[src/rtl/seq_pattern_tx.sv]
// Serial pattern transmitter: captures pat/len/reps on start and shifts the pattern out MSB first.
// Latency: the first bit appears in the cycle after start is accepted; done follows the last bit by one cycle.
// Backpressure: none. start is honoured only in IDLE, and abort returns the block to IDLE from any state.
//
// Ports:
//   clk, rst            clock, asynchronous active-high reset
//   start, abort        transfer request (IDLE only) / terminate (any state)
//   pat, len, reps      pattern, bit count (clamped to PAT_W), repetitions (0 = continuous)
//   dout, dvalid        serial bit and its qualifier
//   frame_start         high with the first bit of every repetition
//   busy, done          transfer in progress / one-cycle completion pulse
module seq_pattern_tx #(
  parameter int PAT_W = 8,
  parameter int LEN_W = 4,
  parameter int CNT_W = 4,
  parameter int GAP   = 1
) (
  input  logic             clk,
  input  logic             rst,
  input  logic             start,
  input  logic             abort,
  input  logic [PAT_W-1:0] pat,
  input  logic [LEN_W-1:0] len,
  input  logic [CNT_W-1:0] reps,
  output logic             dout,
  output logic             dvalid,
  output logic             frame_start,
  output logic             busy,
  output logic             done
);

  // The gap counter keeps at least one bit so that GAP=0 still elaborates;
  // GAP_WAIT is unreachable in that case.
  localparam int GAP_CW   = (GAP > 1) ? $clog2(GAP + 1) : 1;
  localparam int GAP_LAST = (GAP > 0) ? GAP - 1 : 0;
  localparam logic [LEN_W-1:0] LEN_MAX = LEN_W'(PAT_W);

  typedef enum logic [1:0] {IDLE, SEND, GAP_WAIT, DONE} state_t;

  state_t state;
  state_t state_nx;

  logic [PAT_W-1:0]  pat_q;
  logic [LEN_W-1:0]  len_q;
  logic [CNT_W-1:0]  reps_q;
  logic [LEN_W-1:0]  bit_idx;
  logic [CNT_W-1:0]  rep_cnt;
  logic [GAP_CW-1:0] gap_cnt;

  logic [LEN_W-1:0]  len_eff;
  logic [PAT_W-1:0]  pat_sh;
  logic              accept;
  logic              last_bit;
  logic              last_rep;

  assign len_eff  = (len > LEN_MAX) ? LEN_MAX : len;
  assign accept   = (state == IDLE) && start && !abort && (len != '0);
  assign last_bit = (bit_idx == '0);
  // rep_cnt counts completed repetitions, so the one now in flight is the
  // last when rep_cnt+1 reaches reps. reps=0 never matches.
  assign last_rep = (reps_q != '0) && ((rep_cnt + CNT_W'(1)) == reps_q);
  // A shift selects the current bit without tying the index width to PAT_W.
  assign pat_sh   = pat_q >> bit_idx;

  always_ff @(posedge clk or posedge rst) begin
    if (rst) begin
      state <= IDLE;
    end else begin
      state <= state_nx;
    end
  end

  // Next state and Moore outputs. The outputs depend only on registered
  // state, so reset clears them without waiting for an edge.
  always_comb begin
    state_nx    = state;
    dout        = 1'b0;
    dvalid      = 1'b0;
    frame_start = 1'b0;
    busy        = 1'b0;
    done        = 1'b0;
    case (state)
      IDLE: begin
        if (accept) begin
          state_nx = SEND;
        end
      end
      SEND: begin
        dvalid      = 1'b1;
        dout        = pat_sh[0];
        frame_start = (bit_idx == (len_q - LEN_W'(1)));
        busy        = 1'b1;
        if (abort) begin
          state_nx = IDLE;
        end else if (last_bit) begin
          if (last_rep) begin
            state_nx = DONE;
          end else if (GAP > 0) begin
            state_nx = GAP_WAIT;
          end else begin
            state_nx = SEND;
          end
        end
      end
      GAP_WAIT: begin
        busy = 1'b1;
        if (abort) begin
          state_nx = IDLE;
        end else if (gap_cnt == GAP_CW'(GAP_LAST)) begin
          state_nx = SEND;
        end
      end
      DONE: begin
        done     = 1'b1;
        state_nx = IDLE;
      end
      default: begin
        state_nx = IDLE;
      end
    endcase
  end

  // Captured parameters and counters. bit_idx is reloaded at the end of each
  // repetition so that it is ready on entry to SEND, whether the block goes
  // straight back to SEND or through GAP_WAIT first.
  always_ff @(posedge clk or posedge rst) begin
    if (rst) begin
      pat_q   <= '0;
      len_q   <= '0;
      reps_q  <= '0;
      bit_idx <= '0;
      rep_cnt <= '0;
      gap_cnt <= '0;
    end else begin
      case (state)
        IDLE: begin
          if (accept) begin
            pat_q   <= pat;
            len_q   <= len_eff;
            reps_q  <= reps;
            bit_idx <= len_eff - LEN_W'(1);
            rep_cnt <= '0;
            gap_cnt <= '0;
          end
        end
        SEND: begin
          if (last_bit) begin
            bit_idx <= len_q - LEN_W'(1);
            rep_cnt <= rep_cnt + CNT_W'(1);
            gap_cnt <= '0;
          end else begin
            bit_idx <= bit_idx - LEN_W'(1);
          end
        end
        GAP_WAIT: begin
          gap_cnt <= gap_cnt + GAP_CW'(1);
        end
        default: begin
        end
      endcase
    end
  end

endmodule

[config.mk]
export PLATFORM = sky130hd
export DESIGN_NAME = seq_pattern_tx
export DESIGN_NICKNAME = d
export VERILOG_FILES = /design/src/rtl/seq_pattern_tx.sv
export SDC_FILE = /design/constraint.sdc
export NUM_CORES = 1
export LEC_CHECK = 0
export CELL_PAD_IN_SITES_DETAIL_PLACEMENT = 0
export CELL_PAD_IN_SITES_GLOBAL_PLACEMENT = 1
export CORE_AREA = 3 3 66 68
export CTS_BUF_LIST = sky130_fd_sc_hd__clkbuf_16
export DETAILED_ROUTE_END_ITERATION = 10
export DIE_AREA = 0 0 69 71
export GPL_TIMING_DRIVEN = 0
export PLACE_DENSITY = 0.9
export SETUP_SLACK_MARGIN = 0.5
export SYNTH_ARGS = -nofsm -noshare
export SYNTH_HDL_FRONTEND = slang
export SYNTH_SLANG_ARGS = --single-unit
[constraint.sdc]
create_clock -name clk -period 2.8 [get_ports clk]
set_clock_uncertainty 0.15 [all_clocks]
set_input_delay 0.28 -clock clk [delete_from_list [all_inputs] [get_ports clk]]
set_output_delay 0.28 -clock clk [all_outputs]
set_load 0.02 [all_outputs]
==> summary.md <==
| Metric | Value |
|---|---|
| Pre-Repair DR Iteration Count | 4 |
| Vias post-DR | 1327 |
| Clock Sinks | 27 |
| Crit path max fanout | 10 |
| Final setup fails | 0 |
| CTS clk-pin slew, worst paths | 0.07 ns |
| Upper clock frequency limit | roughly 430 MHz |
| DRC Markers | 0 |
| Routed Antenna Nets | 0 |
| CTS Buf Count | 3 |
| Antenna violations before repair | 0 |
| Maximum Capacitance Violations | 0 |
| H-Tree Depth | 1 |
| Multiplexer share of the synthesized area | 13.0% |
| CP arrival | 1.88 ns |
| Sequential area share after synthesis | 39.6% |
| R2R depth | 6 |
| Area growth from synthesis to layout | 23.3% |
| Period utilisation layout | 82.4% |
| RSZ-0062 raised after global routing | yes |
| Share of post-route cells with drive strength above 1 | 19.0% |
| CP max-delay cell | dfrtp_1 |
| Fin nets | ~220 |
| Worst path buffer plus inverter count | 3 |
| Largest area contributor in the netlist | dfrtp_1 |
| N_diodes | 0 |
| Async SR Flop Fraction | 100% |
| Initial Utilization | 43.5% |
| Final core occ | 53.7% |
| Most frequent cells after synthesis | dfrtp_1 (27), nand2_1 (11), inv_1 (10), mux2_2 (10), ha_1 (9) |
| Syn. warnings | 0 |
| Final setup TNS | 0 ns |
| Post-synthesis register bit count | 27 |
| Crit. End Element | output pin |
| Type of origin of the critical path | register |
| DIE AREA | 4900 um^2 |
| Post-synthesis instance total | 161 |
| DP Area | 2010 um^2 |
| Clk Latency, worst-skew pair | roughly 0.26 ns |
| Post-Synth Simple-Gate Area | 14.9% |
| Largest family of logic cells by synthesized area | compound AO/OA/AOI/OAI gates |
| CTS Root Buffer Type | clkbuf_16 |
| Remaining Overflow, GRT | 0 |
| Maximum VDD drop | 0.000493 V |
| Critical path cell sequence | inv_1, ha_2, clkbuf_4, nand3_1, nor3_1, clkdlybuf4s15_1 |
| Top post-synthesis cells by area | dfrtp_1 (40%), ha_1 (6.6%), mux2_2 (6.6%) |
| DR iter-0 viols | 59 |
| I/O pin count | 25 |
| Post-layout min period | 2.31 ns |
| Die width | 69 um |
| Post-synth top area share | 39.6% |
| Seq. cell area | ~680 um^2 |
| Synth Area in Adders | 6.61% |
| Multi-input combinational cell area | 953 um^2 |
| Synth Flop Type | dfrtp_1 |
| Worst slack, placed | 0.190 ns |
| Hold buffers post-CTS | 0 |
| Top delay family on crit path | buffers and inverters |
| Clock Tree Buf Depth | 2 |
| First-pass GRT wire length | 6240 um |
| Slew HR | between 30% and 40% |
| Critical path type | reg2out |
| Hold path depth | 1 |
| Via-to-Cell Ratio | 5.55 |
| Pwr Density | about 1100 nW/um^2 |
| Critical Path Max Stage Delay | about 0.40 ns |
| Total track usage | 15.4% |
| Crit. path cell count | 6 |
| Complex-gate fraction of the synthesized area | 15.1% |
| WL per Instance | roughly 15 um |
| Final worst slack | 0.493 ns |
| Hold Crit Class | reg2reg |
| Fillers | 362 |
| Post-synthesis xor/xnor area fraction | 5.65% |
| Row cnt | 23 |
| Placer congestion estimate | approximately 0.86 |
| Core ar. | 3910 um^2 |
| Worst EP required | about 2.4 ns |
| Slew Viols, Final | 0 |
| Most common cell in the synthesized netlist | dfrtp_1 |
| Worst Max-Slew Pin Slew | 1.02 ns |
| Final hold vios | 0 |
| Number of flops mapped to enable cells by yosys | 0 |
| TritonCTS clock tree | built |
| Outcome | complete, no violations |
| Cell Area, Synth | 1700 um^2 |
| Die Height | 71 um |
| Synth Area per Inst | 10.6 um^2 |
| Synthesized Nets | between 150 and 200 |
| Leakage | 0.876 nW |
| Design area | 2100 um^2 |
| Largest net degree at the start of global routing | 28 |
| Netlist cell types | 48 |
| Vias in the first global route | 1312 |
| DP HPWL | approximately 2700 um |
| Overall routed net length | roughly 3600 um |
| Input/output buffers | 24 |
-- state kept, by name, summed over array words and instances, names as in the netlist --
signal   cells
len_q        4
reps_q       4
bit_idx      4
state        2
pat_q        8
rep_cnt      4
gap_cnt      1
-- metrics by stage --
| stage | hold WS [ns] | std cells | power (mW) |
|---|---|---|---|
| 2_1_floorplan | 0.183 | 161 | 1.59 |
| 3_3_place_gp | 0.313 | 235 | 1.84 |
| 3_5_place_dp | 0.337 | 235 | 1.91 |
| 4_1_cts | 0.350 | 239 | 2.24 |
| 5_1_grt | 0.372 | 239 | 2.43 |
| 6_report | 0.345 | 239 | 2.25 |
-- final timing paths --
path | startpoint | slack, ns | end
max | state[1] | 0.49 | frame_start
min | gap_cnt | 0.35 | gap_cnt
max reg2reg | state[0] | 0.58 | reps_q[3]
min reg2reg | gap_cnt | 0.35 | gap_cnt
max in group asynchronous | rst | 1.40 | bit_idx[0]
min in group asynchronous | rst | 0.42 | rep_cnt[3]
-- layout make-up --
type	count	area share, %
buffer	7	2.50
clock buffer	3	3.57
clock inverter	1	0.179
inverter	10	1.79
multi-input combinational	117	45.4
sequential	27	32.2
tap	50	2.98
timing repair buffer	24	11.4
-- cells by family (layout without fill, tap and decap cells) --
logic type                 after synthesis  count (layout)
and+or+nand+nor                         44              44
AOI/OAI and AO/OA                       35              35
DFF                                     27              27
muxes                                   18              18
buffers and inverters                   17              45
xor gates and xnor gates                11              11
adders and majority gates                9               9
-- metal layers --
layer	routed length, um	vias up	global-route usage, %
li1	-	636	-
met1	1630	652	20.3
met2	1820	34	26.6
met3	125	5	1.85
met4	35	0	4.77
met5	0	-	0
-- layout by cell type, fill, tap and decap left out, types with 3 or more instances in the layout --
cell              n
clkbuf_16         3
inv_1            11
nor2_1            4
xnor2_1           5
nor3_1            7
a21oi_1           4
mux2_2           10
mux2i_1           3
nand3_1           6
clkdlybuf4s50_1  22
o2bb2ai_1         3
mux2_1            3
ha_1              8
dfrtp_1          26
o21ai_0           8
xor2_1            6
nand2_1          11
a31oi_1           3
nor2b_1           4
-- report_power, final --
part	internal, mW	total [mW]	switching, mW
clock network	0.192	0.329	0.137
registers	0.570	0.734	0.164
logic	0.585	1.19	0.607
total	1.35	2.25	0.909
-- what timing repair did --
action,4_1_cts,5_1_grt
setup endpoints to repair,2,13
pin swaps,0,0
buffers inserted,0,0
hold endpoints to repair,0,0
resized for setup,4,5
(Power assumes the default switching activity.)
